$ cat config.mk
export PLATFORM = sky130hd
export DESIGN_NAME = load_store_unit
export DESIGN_NICKNAME = d
export VERILOG_FILES = /design/src/rtl/load_store_unit.sv
export SDC_FILE = /design/constraint.sdc
export NUM_CORES = 1
export LEC_CHECK = 0
export ABC_AREA = 1
export CAP_MARGIN = 20
export CELL_PAD_IN_SITES_DETAIL_PLACEMENT = 1
export CELL_PAD_IN_SITES_GLOBAL_PLACEMENT = 1
export CORE_ASPECT_RATIO = 0.6
export CORE_UTILIZATION = 38
export DETAILED_ROUTE_END_ITERATION = 10
export PLACE_DENSITY_LB_ADDON = 0.1
export REMOVE_ABC_BUFFERS = 1
export SETUP_SLACK_MARGIN = 0.2
export SLEW_MARGIN = 5
export SYNTH_ARGS = -nofsm -noshare
export SYNTH_HDL_FRONTEND = slang
export SYNTH_SLANG_ARGS = --single-unit
$ cat constraint.sdc
create_clock -name clock -period 9.05 [get_ports clock]
set_input_delay 1.81 -clock clock [delete_from_list [all_inputs] [get_ports clock]]
set_output_delay 1.81 -clock clock [all_outputs]
set_load 0.02 [all_outputs]
$ cat src/rtl/load_store_unit.sv
// load_store_unit: RV32I load/store to word-addressed data memory with RMW sub-word stores.
// Optional macro LSU_MISALIGN_TRAP_EN enables misalignment faults (cause 01).
`default_nettype none

module load_store_unit #(
  parameter int MEM_WORDS  = 512,
  parameter int ADDR_WIDTH = 32
) (
  input  logic                  clock,
  input  logic                  reset,
  input  logic                  req_valid,
  output logic                  req_ready,
  input  logic                  req_write,
  input  logic [2:0]            req_funct3,
  input  logic [ADDR_WIDTH-1:0] req_addr,
  input  logic [31:0]           req_wdata,
  output logic                  resp_valid,
  output logic [31:0]           resp_rdata,
  output logic                  resp_fault,
  output logic [1:0]            resp_cause,
  output logic                  mem_read,
  output logic                  mem_write,
  output logic [31:0]           mem_addr,
  output logic [31:0]           mem_wdata,
  input  logic [31:0]           mem_rdata
);

  localparam logic [1:0] IDLE = 2'd0;
  localparam logic [1:0] RD   = 2'd1;
  localparam logic [1:0] WR   = 2'd2;
  localparam logic [1:0] RESP = 2'd3;

  localparam logic [ADDR_WIDTH-3:0] WORD_LIMIT = (ADDR_WIDTH-2)'(MEM_WORDS);

  logic [1:0]            state;
  logic                  lat_write;
  logic [2:0]            lat_funct3;
  logic [ADDR_WIDTH-1:0] lat_addr;
  logic [31:0]           lat_wdata;
  logic [31:0]           old_word;

  logic                  illegal;
  logic                  misaligned;
  logic                  out_of_range;
  logic [7:0]            byte_lane;
  logic [15:0]           half_lane;
  logic [31:0]           load_data;
  logic [31:0]           store_word;
  logic [ADDR_WIDTH-1:0] word_addr;

  assign illegal = (req_funct3 == 3'b011) || (req_funct3[2:1] == 2'b11) ||
                   (req_write && req_funct3[2]);

`ifdef LSU_MISALIGN_TRAP_EN
  assign misaligned = ((req_funct3[1:0] == 2'b01) && req_addr[0]) ||
                      ((req_funct3[1:0] == 2'b10) && (req_addr[1:0] != 2'b00));
`else
  assign misaligned = 1'b0;
`endif

  assign out_of_range = (req_addr[ADDR_WIDTH-1:2] >= WORD_LIMIT);

  // Halfwords select on addr[1] only, so addr[0] is ignored when traps are off
  always_comb begin
    byte_lane = 8'h00;
    case (lat_addr[1:0])
      2'd0:    byte_lane = mem_rdata[7:0];
      2'd1:    byte_lane = mem_rdata[15:8];
      2'd2:    byte_lane = mem_rdata[23:16];
      default: byte_lane = mem_rdata[31:24];
    endcase
    half_lane = lat_addr[1] ? mem_rdata[31:16] : mem_rdata[15:0];
    load_data = 32'h0;
    case (lat_funct3)
      3'b000:  load_data = {{24{byte_lane[7]}}, byte_lane};
      3'b001:  load_data = {{16{half_lane[15]}}, half_lane};
      3'b010:  load_data = mem_rdata;
      3'b100:  load_data = {24'h0, byte_lane};
      3'b101:  load_data = {16'h0, half_lane};
      default: load_data = 32'h0;
    endcase
  end

  always_comb begin
    store_word = old_word;
    case (lat_funct3[1:0])
      2'b00: store_word[{lat_addr[1:0], 3'b000} +: 8] = lat_wdata[7:0];
      2'b01: begin
        if (lat_addr[1]) store_word[31:16] = lat_wdata[15:0];
        else             store_word[15:0]  = lat_wdata[15:0];
      end
      default: store_word = lat_wdata;
    endcase
  end

  assign word_addr  = {lat_addr[ADDR_WIDTH-1:2], 2'b00};
  assign req_ready  = (state == IDLE);
  assign resp_valid = (state == RESP);
  assign mem_read   = (state == RD);
  assign mem_write  = (state == WR);
  assign mem_addr   = (state == RD || state == WR) ? 32'(word_addr) : 32'h0;
  assign mem_wdata  = (state == WR) ? store_word : 32'h0;

  always_ff @(posedge clock or posedge reset) begin
    if (reset) begin
      state      <= IDLE;
      lat_write  <= 1'b0;
      lat_funct3 <= 3'b000;
      lat_addr   <= '0;
      lat_wdata  <= 32'h0;
      old_word   <= 32'h0;
      resp_rdata <= 32'h0;
      resp_fault <= 1'b0;
      resp_cause <= 2'b00;
    end else begin
      case (state)
        IDLE: begin
          if (req_valid) begin
            lat_write  <= req_write;
            lat_funct3 <= req_funct3;
            lat_addr   <= req_addr;
            lat_wdata  <= req_wdata;
            if (illegal || misaligned || out_of_range) begin
              resp_rdata <= 32'h0;
              resp_fault <= 1'b1;
              resp_cause <= illegal ? 2'b11 : (misaligned ? 2'b01 : 2'b10);
              state      <= RESP;
            end else if (req_write && req_funct3[1:0] == 2'b10) begin
              state <= WR;
            end else begin
              state <= RD;
            end
          end
        end
        RD: begin
          if (lat_write) begin
            old_word <= mem_rdata;
            state    <= WR;
          end else begin
            resp_rdata <= load_data;
            resp_fault <= 1'b0;
            resp_cause <= 2'b00;
            state      <= RESP;
          end
        end
        WR: begin
          resp_rdata <= 32'h0;
          resp_fault <= 1'b0;
          resp_cause <= 2'b00;
          state      <= RESP;
        end
        default: state <= IDLE;
      endcase
    end
  end

endmodule

`default_nettype wire
==> metrics <==
NumNets Final=around 1300; drt first pass iters=5; Final WS setup=about 3.3 ns; switching share of power=a little under half; Die Span Y=between 100 and 150 microns; DR vias/cell=approximately 5.2; GR Util met1=39.9%; number of buffers created by CTS=17; std cell rows=39; critical path startpoint category=register; Gate Count Post-Synth=1000; worst vdd ir=a little under 200 uV; Detail Route Antenna Nets=0; total wire length=27100 microns; combinational fraction of design power=about 56%; number of diodes=0; placed insts=~1400; synth warn=0; RR Startpoint=lat_addr[1]; Cell variety after synth=30; Hold Crit Start=resp_rdata[1]; CTS Sinks=approximately 140; Initial Utilization=between 30% and 40%; Max FO, Critical Path=44; first-pass GRT wire length=between 40000 and 50000 microns; total die area=slightly above 20000 sq um; R2R setup slack=~5.5 ns; required time worst endpoint=between 7 and 8 ns; most frequent cell after synthesis=nand2_1; Critical Path AT=3.97 ns; Die Wd=about 190 microns; top cells by area, synth=dfrtp_1, nand2_1, mux2_2; IO Pins=roughly 210; GRT Max-Usage Layer=met2; H-tree levels=4; period utilization=63.8%; EDFF count, synth=0; status=completed; pin count of the biggest net entering global routing=86; fmax=roughly 170 MHz; Worst Tran Pin Value=roughly 1.1 ns; pre-CTS setup slack=between 3 and 4 ns; Setup Buffers After CTS=0; initial antenna violation count=0; Worst Skew=between 0.006 and 0.007 ns; maxcap violations=0; Syn-to-layout area delta=37.3%; Clock Latency Late Sink=0.44 ns; mapped cell area=7650 sq um; final setup TNS=0 ns; layout cells sized above 1=about a tenth; Worst Reg-to-Reg Cells=8; pwr/cell area=about 420 nW/um^2; Sequential Power Share=25.7%; # resized after CTS=0; R2R Path End=resp_rdata[15]; register area share after synthesis=between 40% and 50%; Synth Flop Type=dfrtp_1; Post-synth top cells=nand2_1, dfrtp_1, inv_1, a21oi_1, o21ai_1; Fin. Hold Viols=0; crit end category=output pin; Int Pwr=approximately 0.0024 W; crit path kind=reg2out; hold_buf cts=0; Tightest Hold Check Type=reg2reg; port bufs=just over 200; RSZ-0062 raised after global routing=false; leading area contributor after synthesis=dfrtp_1; #FFs+latches synth=approximately 140; gpl congestion=about 0.87; routed length per instance=approximately 19 microns; Clk pwr share=18.0%; Hold EP=resp_rdata[1]; DRC=0; synthesized area per cell=~7.7 sq um; filler cell count=between 2000 and 2500; GRT Overall Usage=27.4%; # setup viols final=0; core area=slightly below 20000 sq um; worst hold stages=2; Reg clk slew, reported paths=around 0.06 ns; CTS Root Buffer Type=clkbuf_16; vias=approximately 7600; Slew headroom=between 20% and 30%; CTS tree=yes; Final min period=about 5.8 ns; final instance count without filler cells=~1500; Starting DRT DRC Count=460; Async SR Flop Fraction=100%; share of the synthesized area in the top cell type=44.5%; DP HPWL=a little under 20000 microns; CTS Buffer Depth=2; Lkg Pwr=between 4 and 5 nW; Pins Over Slew Limit=0; total net switching power=0.00197 W; M3 GR Usage=~6.7%; vias in the first global route=between 7000 and 8000; GR Util met2=between 40% and 50%; total grt overflow=0
==> critical path, stage by stage (launching register included) <==
cell	delay [ns]
dfrtp_1	0.52
inv_2	0.64
ha_1	0.70
nand3_1	0.45
o22ai_1	0.27
nand2_1	0.10
a21oi_1	0.20
clkdlybuf4s50_1	0.64
==> through the flow <==
step | util [%] | power [W] | hold WS [ns] | area [sq um]
after global routing | 54.3 | 0.00465 | 0.510 | 10500
after detailed placement | 50.8 | 0.00356 | 0.473 | 9850
final | 54.3 | 0.00436 | 0.483 | 10500
after global placement | 50.7 | 0.00346 | 0.468 | 9820
after CTS | 54.3 | 0.00437 | 0.489 | 10500
after floorplan | - | 0.00251 | 0.453 | 7400
==> layer usage <==
| metal | share of wire, % | vias up |
|---|---|---|
| li1 | - | 3583 |
| met1 | 49 | 3731 |
| met2 | 44 | 224 |
| met3 | 6.2 | 27 |
| met4 | 0.81 | 0 |
| met5 | 0 | - |
==> sequential cells by signal (all words and copies together), names as in the netlist <==
register	flops
old_word	32
lat_write	1
state	2
lat_funct3	3
resp_rdata	32
lat_addr	32
resp_cause	1
resp_fault	1
lat_wdata	32
==> layout by cell type, fill, tap and decap left out, drive strengths merged, types with 2 or more instances in the layout <==
| cell type | count |
|---|---|
| a21oi | 67 |
| a22oi | 8 |
| a31oi | 16 |
| buf | 6 |
| bufinv | 5 |
| clkbuf | 20 |
| clkdlybuf4s50 | 203 |
| clkinv | 5 |
| clkinvlp | 3 |
| conb | 2 |
| dfrtp | 136 |
| ha | 10 |
| inv | 137 |
| mux2 | 52 |
| nand2 | 293 |
| nand3 | 29 |
| nand4 | 2 |
| nor2 | 42 |
| o211ai | 7 |
| o21ai | 106 |
| o221ai | 8 |
| o22ai | 24 |
==> final cells by class <==
class	instances	area, sq um	share of cell area [%]
multi-input combinational	669	3490	33.2
sequential	136	3400	32.4
timing repair buffer	209	2100	20.0
inverter	138	524	4.99
clock buffer	20	467	4.44
tap	266	333	3.17
clock inverter	12	196	1.87
==> power groups by stage <==
| stage | Combinational, W | Sequential (W) | Clock [W] |
|---|---|---|---|
| after floorplan | 0.00136 | 0.00115 | 0 |
| after global placement | 0.00235 | 0.00111 | 0 |
| after detailed placement | 0.00243 | 0.00112 | 0 |
| after CTS | 0.00246 | 0.00112 | 0.000796 |
| after global routing | 0.00267 | 0.00116 | 0.000827 |
| final | 0.00246 | 0.00112 | 0.000787 |
==> cell families (layout without fill, tap and decap cells) <==
group	after synthesis	count (layout)	share of synthesized area (%)
compound gates	236	236	17.0
fa+ha+maj	10	10	1.63
buf+inv	196	379	10.1
flops	136	136	44.5
mux	52	52	7.65
other cells	1	2	0.0490
simple gates	369	369	19.1
==> worst max-delay path by stage <==
stage	startpoint	endpoint	slack, ns	depth (start not counted)
after CTS	lat_addr[1]	mem_wdata[10]	3.28	7
final	lat_addr[1]	mem_wdata[10]	3.27	7
after detailed placement	lat_addr[1]	mem_wdata[10]	3.75	7
after global placement	lat_addr[1]	mem_wdata[14]	3.90	7
after floorplan	reset	lat_addr[0]	3.60	1
after global routing	lat_addr[1]	mem_wdata[14]	3.00	7
No activity file was read; power rests on OpenSTA's default activity.
==> variant, RTL diff (same flow settings) <==
The parameter `MEM_WORDS` goes from 512 to 384.
--- a/src/rtl/load_store_unit.sv
+++ b/src/rtl/load_store_unit.sv
@@ -5,3 +5,3 @@
 module load_store_unit #(
-  parameter int MEM_WORDS  = 512,
+  parameter int MEM_WORDS  = 384,
   parameter int ADDR_WIDTH = 32
Check against the original RTL: not equivalent (a bounded check fails within 4 cycles, from zero or initial values and one cycle with reset high).
==> variant against the unedited design <==
  * Synthesized cell count decreased by 1.5%
  * Utilization fell by 0.74 points
  * Power decreased by 5.7%
  * Non-clock buffer count rose by 1
  * Setup slack better by 170 ps
  * Sequential cell count is the same
  * Count of clock-buffer cells in the layout increased by 4
  * Routed wire length down 0.99%
  * Synthesized area down 0.16%
  * Final area is 1.4% lower
  * Via count fell by 0.81%
  * Critical path type unchanged
  * Largest cell class unchanged
  * Highest routed layer unchanged
==> variant: results (changes against the unedited design) <==
** Run status
- Status :: finished, final reports clean

** Synthesis
- The part of the Yosys area used for sequential elements is 44.53% (+0.073 points).
- By area the synthesized netlist is led by dfrtp_1 45%, nand2_1 13%, mux2_2 6.8%, inv_1 5.8%, a21oi_1 4.8%.
- Unique masters post-synth :: 32 (+6.7%)
- The post-synthesis async set-or-reset flop share was 100.0% (unchanged).
- Yosys warnings :: 0 (unchanged)
- After synthesis, the most frequently instantiated cells are 269 x nand2_1, 136 x dfrtp_1, 118 x inv_1, 73 x a21oi_1, 61 x o21ai_0.
- The post-synthesis instance total came to 985 (-1.5%).

** Critical path
- Arrival time worst endpoint :: 3800 ps (-170 ps)
- Crit. Startpoint :: lat_addr[1]
- Critical-path top delay cell :: ha_1
- The maximum fanout along the worst path came to 17 (-61%).
- The delay of the slowest critical-path stage was 790 ps (+90 ps).
- The setup slack on the worst flop-to-flop path is 6260 ps (+720 ps).

** Timing
- Measured slew at the worst slew-check pin :: 847.8 ps (-236.0 ps)
- The final period demand of the worst path was 5609 ps (-168.6 ps).
- The clock skew was 9.253 ps (+2.666 ps).

** Cells and area
- The final net count came to 1266 (-1.4%).
- Count of antenna diodes in the layout :: 0 (unchanged)
- Layout filler cell count :: 2384 (+1.8%)
- Fraction of layout cells with a size suffix above 1 :: 8.491% (-1.2 points)

** Clock network
- Resized Gates After CTS :: 0 (unchanged)
- CTS clk-pin slew, worst paths :: 60 ps (about the same)
- CTS placed an instance of clkbuf_16 at the clock tree root.
- H-tree levels :: 4 (unchanged)
- The total setup buffers inserted after CTS was 0 (unchanged).
- Clock Path Buffers :: 2 (unchanged)
- Worst-skew pair later-pin latency :: roughly 430 ps
- Number of buffers added by the clock tree synthesis step :: 17 (unchanged)

** Pwr
- IR drop worst, VDD :: 0.0002102 V (+6.4%)
- The leakage power is 4.886 nW (-0.64%).
- The switching power of the nets was 1.855 mW (-5.9%).

** Detailed routing
- Number of DRC violations after detailed-routing iteration 0 :: 602 (+31%)
- The iteration count of the initial detailed-routing pass came to 5 (unchanged).
- Detailed-route wire length per cell :: 18.71 µm (+0.25%)
- Via/cell ratio :: 5.240 (+0.44%)
- DRC violation count after routing :: 0 (unchanged)

** Placement
- The worst setup slack after placement is 3869 ps (+117.2 ps).
- The placer congestion estimate was 0.8456 (-2.9%).
- The count of input and output buffers is 203 (unchanged).
- The half-perimeter wire length of the detailed placement result was 19570 µm (-0.35%).

** Global routing
- GR Layer Usage met2 :: 39.92% (-1.0 points)
- Vias in the first global route :: 7548 (-1.4%)
- The first-pass GRT wire length was 42550 µm (-0.88%).
- The fraction of met3 tracks used by global routing was 7.066% (+0.39 points).
- The global routing usage summed across all routing layers is 27.06% (-0.36 points).
- Antenna violations before repair :: 1 (+1)
- The met1 track demand over resource in global routing is 39.69% (-0.24 points).
- The maximum number of pins on one net before global-route repair was 77 (-10%).

** Worst hold path
- Min-Delay Startpoint :: lat_addr[20]
- The path class of the tightest hold or removal check is register to register.
[variant: cell count changes in the layout (fill, tap and decap cells not counted), moves of 4 or more]
| cell | before | now |
|---|---|---|
| o21ai_1 | 64 | 30 |
| nand2_1 | 289 | 268 |
| nor2_1 | 38 | 57 |
| o21ai_0 | 42 | 61 |
| inv_2 | 14 | 1 |
| nand3_1 | 29 | 41 |
| a21oi_1 | 67 | 73 |
| mux2_2 | 52 | 46 |
| inv_1 | 122 | 117 |
| o211ai_1 | 7 | 3 |
[variant: critical path: cells and delay by family (launching register included)]
kind,cells,cell delay (ps)
flip-flops,1,750
adder cells (fa/ha/maj),1,790
AND/OR/NAND/NOR,2,610
buffers and inverters,1,670
AO/OA/AOI/OAI,2,530
[variant: cell families (layout without fill, tap and decap cells)]
logic type	after synthesis	in the layout	share of synthesized area (%)
multiplexers	46	46	6.778
AND/OR/NAND/NOR	386	386	20.58
flip-flops	136	136	44.53
other	1	2	0.04907
AO/OA/AOI/OAI	224	224	16.11
adder cells (fa/ha/maj)	10	10	1.637
buffers and inverters	182	362	10.31
[variant: per-stage QoR]
stage	util [%]	cell area (µm²)	std cells	hold WS, ps
2_1_floorplan	-	7308	924	452.9
6_report	53.52	10370	1432	484.3
3_3_place_gp	50.23	9731	1399	466.4
3_5_place_dp	50.23	9731	1399	473.5
4_1_cts	53.37	10340	1431	488.5
5_1_grt	53.52	10370	1432	503.0
[variant: power by group through the flow]
| stage | clock (mW) | sequential, mW | combinational (mW) |
|---|---|---|---|
| floorplan | 0 | 1.14 | 1.25 |
| global placement | 0 | 1.13 | 2.15 |
| detailed placement | 0 | 1.14 | 2.20 |
| CTS | 0.745 | 1.14 | 2.22 |
| global route | 0.773 | 1.18 | 2.44 |
| finish | 0.736 | 1.14 | 2.24 |
[variant: path summary, 6_finish.rpt]
check | end | cells past startpoint
max in group asynchronous | lat_wdata[4] | 3
setup reg to reg | resp_rdata[20] | 9
setup / recovery | mem_wdata[17] | 6
hold reg to reg | lat_addr[20] | 2
hold / removal | lat_addr[20] | 2
min in group asynchronous | lat_addr[7] | 2
[variant: cell type report]
| type | count | area [µm²] | share of cell area [%] |
|---|---|---|---|
| clock inverters | 8 | 117.6 | 1.134 |
| multi-input cells | 668 | 3462 | 33.39 |
| repair buffers | 210 | 2105 | 20.30 |
| well taps | 266 | 332.8 | 3.210 |
| clock buffers | 24 | 491.7 | 4.743 |
| inverters | 120 | 455.4 | 4.393 |
| flip-flops and latches | 136 | 3403 | 32.83 |
[variant: metal layers]
layer / wire length, µm / vias up
met2: 11570 / 260
li1: - / 3535
met4: 208 / 0
met5: 0 / -
met3: 2057 / 16
met1: 12960 / 3693
